File: src/rtl/seq_gen_if.sv
// seq_gen_if: control, pattern and serial-output bundle between a stimulus source and seq_gen.
// The master drives requests and pattern data; the slave (seq_gen) drives the serial line and status.
interface seq_gen_if #(
    parameter int MAXLEN = 8,
    parameter int LENW   = 4,
    parameter int CNTW   = 4
);
    logic              start;
    logic              abort;
    logic [MAXLEN-1:0] pattern;
    logic [LENW-1:0]   len;
    logic [CNTW-1:0]   repeat_cnt;
    logic [CNTW-1:0]   gap;
    logic              x;
    logic              x_valid;
    logic              busy;
    logic              done;
    logic              err;

    modport master (
        output start, abort, pattern, len, repeat_cnt, gap,
        input  x, x_valid, busy, done, err
    );

    modport slave (
        input  start, abort, pattern, len, repeat_cnt, gap,
        output x, x_valid, busy, done, err
    );
endinterface

File: src/rtl/seq_gen.sv
// seq_gen: serial MSB-first pattern generator with programmable repeat count and inter-repeat gap.
// Latency 1 cycle from accepted start to first bit; no backpressure, start is only sampled in IDLE.
module seq_gen #(
    parameter int MAXLEN = 8,
    parameter int LENW   = 4,
    parameter int CNTW   = 4
) (
    input  logic   clk,
    input  logic   rst,
    seq_gen_if.slave bus
);
    localparam logic [1:0] S_IDLE  = 2'd0;
    localparam logic [1:0] S_SHIFT = 2'd1;
    localparam logic [1:0] S_GAP   = 2'd2;
    localparam logic [1:0] S_DONE  = 2'd3;

    logic [1:0]        state_q,    state_d;
    logic [MAXLEN-1:0] pat_q,      pat_d;
    logic [LENW-1:0]   len_q,      len_d;
    logic [CNTW-1:0]   gap_q,      gap_d;
    logic [LENW-1:0]   bit_idx_q,  bit_idx_d;
    logic [CNTW-1:0]   rep_left_q, rep_left_d;
    logic [CNTW-1:0]   gap_ctr_q,  gap_ctr_d;
    logic              err_q,      err_d;
    logic [MAXLEN-1:0] pat_sh;
    logic              len_bad;

    assign len_bad = (bus.len == '0) || (bus.len > LENW'(MAXLEN));

    always_comb begin
        state_d    = state_q;
        pat_d      = pat_q;
        len_d      = len_q;
        gap_d      = gap_q;
        bit_idx_d  = bit_idx_q;
        rep_left_d = rep_left_q;
        gap_ctr_d  = gap_ctr_q;
        err_d      = 1'b0;
        case (state_q)
            S_IDLE: begin
                if (bus.start) begin
                    if (len_bad) begin
                        err_d = 1'b1;
                    end else begin
                        pat_d      = bus.pattern;
                        len_d      = bus.len;
                        gap_d      = bus.gap;
                        bit_idx_d  = bus.len - LENW'(1);
                        rep_left_d = bus.repeat_cnt;
                        state_d    = S_SHIFT;
                    end
                end
            end
            S_SHIFT: begin
                if (bit_idx_q != '0) begin
                    bit_idx_d = bit_idx_q - LENW'(1);
                end else if (rep_left_q == '0) begin
                    state_d = S_DONE;
                end else if (gap_q == '0) begin
                    // back-to-back repetition: reload without a bubble
                    bit_idx_d  = len_q - LENW'(1);
                    rep_left_d = rep_left_q - CNTW'(1);
                end else begin
                    gap_ctr_d  = gap_q - CNTW'(1);
                    rep_left_d = rep_left_q - CNTW'(1);
                    state_d    = S_GAP;
                end
            end
            S_GAP: begin
                if (gap_ctr_q == '0) begin
                    bit_idx_d = len_q - LENW'(1);
                    state_d   = S_SHIFT;
                end else begin
                    gap_ctr_d = gap_ctr_q - CNTW'(1);
                end
            end
            default: state_d = S_IDLE;
        endcase
        if (bus.abort && (state_q != S_IDLE)) begin
            state_d = S_IDLE;
        end
    end

    always_ff @(posedge clk or negedge rst) begin
        if (!rst) begin
            state_q    <= S_IDLE;
            pat_q      <= '0;
            len_q      <= '0;
            gap_q      <= '0;
            bit_idx_q  <= '0;
            rep_left_q <= '0;
            gap_ctr_q  <= '0;
            err_q      <= 1'b0;
        end else begin
            state_q    <= state_d;
            pat_q      <= pat_d;
            len_q      <= len_d;
            gap_q      <= gap_d;
            bit_idx_q  <= bit_idx_d;
            rep_left_q <= rep_left_d;
            gap_ctr_q  <= gap_ctr_d;
            err_q      <= err_d;
        end
    end

    // Shift rather than index so the LENW-wide index never needs narrowing.
    assign pat_sh      = pat_q >> bit_idx_q;
    assign bus.x       = (state_q == S_SHIFT) & pat_sh[0];
    assign bus.x_valid = (state_q == S_SHIFT);
    assign bus.busy    = (state_q == S_SHIFT) || (state_q == S_GAP);
    assign bus.done    = (state_q == S_DONE);
    assign bus.err     = err_q;
endmodule

File: src/flat_wrapper.sv
// flat-port wrapper written by rule: the top's interface ports become plain ports
module seq_gen_flat 
#(
    parameter int MAXLEN = 8,
    parameter int LENW   = 4,
    parameter int CNTW   = 4
)
  (clk, rst, bus_start, bus_abort, bus_pattern, bus_len, bus_repeat_cnt, bus_gap, bus_x, bus_x_valid, bus_busy, bus_done, bus_err);
  seq_gen_if #(.MAXLEN(MAXLEN), .LENW(LENW), .CNTW(CNTW)) bus_i ();
  input  logic clk;
  input  logic rst;
  input wire logic [$bits(bus_i.start)-1:0] bus_start;
  input wire logic [$bits(bus_i.abort)-1:0] bus_abort;
  input wire logic [$bits(bus_i.pattern)-1:0] bus_pattern;
  input wire logic [$bits(bus_i.len)-1:0] bus_len;
  input wire logic [$bits(bus_i.repeat_cnt)-1:0] bus_repeat_cnt;
  input wire logic [$bits(bus_i.gap)-1:0] bus_gap;
  output wire logic [$bits(bus_i.x)-1:0] bus_x;
  output wire logic [$bits(bus_i.x_valid)-1:0] bus_x_valid;
  output wire logic [$bits(bus_i.busy)-1:0] bus_busy;
  output wire logic [$bits(bus_i.done)-1:0] bus_done;
  output wire logic [$bits(bus_i.err)-1:0] bus_err;
  assign bus_i.start = bus_start;
  assign bus_i.abort = bus_abort;
  assign bus_i.pattern = bus_pattern;
  assign bus_i.len = bus_len;
  assign bus_i.repeat_cnt = bus_repeat_cnt;
  assign bus_i.gap = bus_gap;
  assign bus_x = bus_i.x;
  assign bus_x_valid = bus_i.x_valid;
  assign bus_busy = bus_i.busy;
  assign bus_done = bus_i.done;
  assign bus_err = bus_i.err;
  seq_gen #(.MAXLEN(MAXLEN), .LENW(LENW), .CNTW(CNTW)) u_core (.clk(clk), .rst(rst), .bus(bus_i));
endmodule
File: config.mk
export PLATFORM = sky130hd
export DESIGN_NAME = seq_gen_flat
export DESIGN_NICKNAME = d
export VERILOG_FILES = /design/src/rtl/seq_gen_if.sv /design/src/rtl/seq_gen.sv /design/src/flat_wrapper.sv
export SDC_FILE = /design/constraint.sdc
export NUM_CORES = 1
export LEC_CHECK = 0
export CORE_MARGIN = 2
export CORE_UTILIZATION = 44
export DETAILED_ROUTE_END_ITERATION = 6
export PLACE_DENSITY = 0.67
export REMOVE_ABC_BUFFERS = 1
export SLEW_MARGIN = 10
export SYNTH_ARGS = -nofsm -noshare
export SYNTH_HDL_FRONTEND = slang
export SYNTH_SLANG_ARGS = --single-unit
File: constraint.sdc
create_clock -name clk -period 2.3 [get_ports clk]
set_clock_uncertainty 0.15 [all_clocks]
set_input_delay 0.69 -clock clk [delete_from_list [all_inputs] [get_ports clk]]
set_output_delay 0.69 -clock clk [all_outputs]
set_load 0.05 [all_outputs]
==> impl_metrics.toml <==
[outcome]
status = "finished, violations left"
failed_checks = "setup timing"

[critical_path]
critical_path_class = "register to output port"
timing.rr.start = "u_core.state_q[0]"
cp.required_ns = 1.46
endpoint_kind = "output port"
r2r-end = "u_core.gap_ctr_q[2]"
reg2reg_depth = 7
critPathArrivalTime_ns = 1.65
startpoint_type = "register"
crit_path_max_fanout = 5
reg2reg_slack_ns = 0.12

[clock_network]
htreeDepth = 2
clk_path_buf_depth = 2
cts_made_buffers = 5
cts_tree = "done"
cts-root-buf = "clkbuf_8"
clk-insertion-delay-late_ns = 0.29
clk_pin_slew_ns = 0.07
cts.sinks = 31

[global_route]
grt_antenna_before_repair = 0
grt_max_degree = 32
grt_usage_pct = 18.7
grt-ovfl-total = 0
grt_pass1_wl_um = 7210
first_global_vias = 1507

[synth]
async_flop_share_pct = 100
yosysTopAreaCell = "dfrtp_1"
synth_enable_flop_cells = 0
syn-cell-area_um2 = 1950
synth-warning-count = 0
synth_seq_cells = 31
yosysTopAreaCellShare_pct = 39.9
syn_area_per_cell_um2 = 10.4
synth_area_leaders = "dfrtp_1, mux2_2, ha_1"
synth_common_cells = "dfrtp_1, mux2_2, inv_1, o21ai_0, nand2_1"
yosysMostFrequentCell = "dfrtp_1"
synth_cell_type_count = 39
yosysSeqAreaShare_pct = 39.9
ys.flop_type = "dfrtp_1"
synthCells = 187

[sta]
hold_viol_final = 0
tightest_slew_ns = 0.432
post-route-period-util_pct = 108
drv_slew = 0
grt_setup_unrepaired = "true"
max_freq_ghz = 0.402
finalSetupViolations = 1
slew_headroom_pct = 70.9
setup_slack_ns = -0.189
tns_ns = -0.189
fin_crit_ns = 2.49

[die]
ioPinCount = 29
die_h_um = 70.5
dieWidth_um = 70.5
initial_utilization_pct = 45.3
die-area_um2 = 4970
rows = 24
core_um2 = 4290

[pwr]
power_density_nw_per_um2 = 1440
p_leak_nw = 1.14
vdd_drop_max_uv = 536
finalPower_mw = 3.80

[hold_path]
hp-class = "register to register"
holdPathStages = 1
min_from = "u_core.pat_q[1]"
hold_end = "u_core.pat_q[1]"

[finish]
fillers = 362
n_antenna_cell = 0
area_delta_synth_final_pct = 35.3
stdcell_count = 290
utilization_pct = 61.3
drive_gt1_share_pct = 31.9
finish.instance_area_um2 = 2630
fin_nets = 272

[placed_design]
gp_congestion = 0.808
place_inst = 278
io_buffers = 28
placed_area_um2 = 2450
dpl.hpwl_um = 2950

[run]
maxCapViolCount = 0

[detailed_routing]
viasPerCell = 5.20
vias = 1507
drt_iter0_markers = 57
totalWireLength_um = 4070
routedWlPerCell_um = 14.0
ant_nets = 0
drc_errors = 0
dr.pass1.iters = 4
[flip-flops by register name, indices dropped and copies added (netlist names)]
| register | flops |
|---|---|
| u_core.rep_left_q | 4 |
| u_core.gap_q | 4 |
| u_core.gap_ctr_q | 4 |
| u_core.state_q | 2 |
| u_core.bus.err | 1 |
| u_core.bit_idx_q | 4 |
| u_core.len_q | 4 |
| u_core.pat_q | 8 |
[routing by layer]
metal	global-route usage (%)	part of all wire, %
met1	25.2	48
met2	27.8	46
met3	5.48	4.3
met4	8.12	1.9
met5	0	0
[worst max path at each step]
stage | from | to | depth (start not counted)
after global routing | u_core.bit_idx_q[0] | bus_x | 4
final | u_core.bit_idx_q[0] | bus_x | 4
after floorplan | u_core.state_q[1] | bus_x | 4
after detailed placement | bus_len[0] | u_core.rep_left_q[0] | 9
after CTS | u_core.bit_idx_q[0] | bus_x | 4
after global placement | bus_len[0] | u_core.rep_left_q[0] | 9
[worst max-delay path, cell delays in order (launching register included)]
cell	delay, ns
dfrtp_2	0.42
mux4_2	0.52
mux2i_1	0.17
nor3_2	0.08
buf_12	0.16
[cell families after synthesis]
group / Yosys count / synth area share, %
simple gates: 48 / 13.7
compound gates: 41 / 14.5
flops: 31 / 39.9
mux: 27 / 16.3
buf+inv: 22 / 4.44
fa+ha+maj: 11 / 7.07
xor+xnor: 7 / 4.12
[power breakdown]
part,internal [mW],total [mW],switching [mW]
Sequential,0.825,1.10,0.277
Clock,0.272,0.486,0.214
Combinational,1.17,2.21,1.04
[what timing repair did]
| item | in CTS | in global routing |
|---|---|---|
| cloned | 0 | 0 |
| endpoints found under the hold margin | 0 | 0 |
| hold buffers | 0 | 0 |
| pin swaps | 4 | 3 |
| buffers inserted | 2 | 2 |
| resized for setup | 11 | 12 |
| endpoints found under the setup margin | 25 | 26 |
[layout make-up]
class	instances	area, µm²	share of cell area, %
Sequential cell	31	777	29.5
Inverter	15	56.3	2.14
Clock buffer	7	96.3	3.66
Clock inverter	1	7.51	0.285
Multi-Input combinational cell	134	1130	43.0
Timing Repair Buffer	50	499	19.0
Tap cell	52	65.1	2.47
[per-stage QoR]
| step | worst slack (ns) | hold slack [ns] |
|---|---|---|
| finish | -0.189 | 0.356 |
| global route | -0.264 | 0.371 |
| CTS | -0.210 | 0.361 |
| detailed placement | -0.620 | 0.345 |
| global placement | -0.563 | 0.336 |
| floorplan | -1.15 | 0.244 |
[cells in the final DEF (no fill, tap or decap), drive strengths merged, types with 3 or more instances in the layout]
cell,n
a21oi,12
a31oi,3
buf,27
clkbuf,9
clkdlybuf4s50,20
dfrtp,31
ha,11
inv,15
mux2,17
mux2i,8
nand2,13
nand2b,4
nand3,4
nor2,8
nor2b,4
nor3,7
o21ai,14
o32ai,3
xnor2,3
xor2,4
No activity file was read; power rests on OpenSTA's default activity.
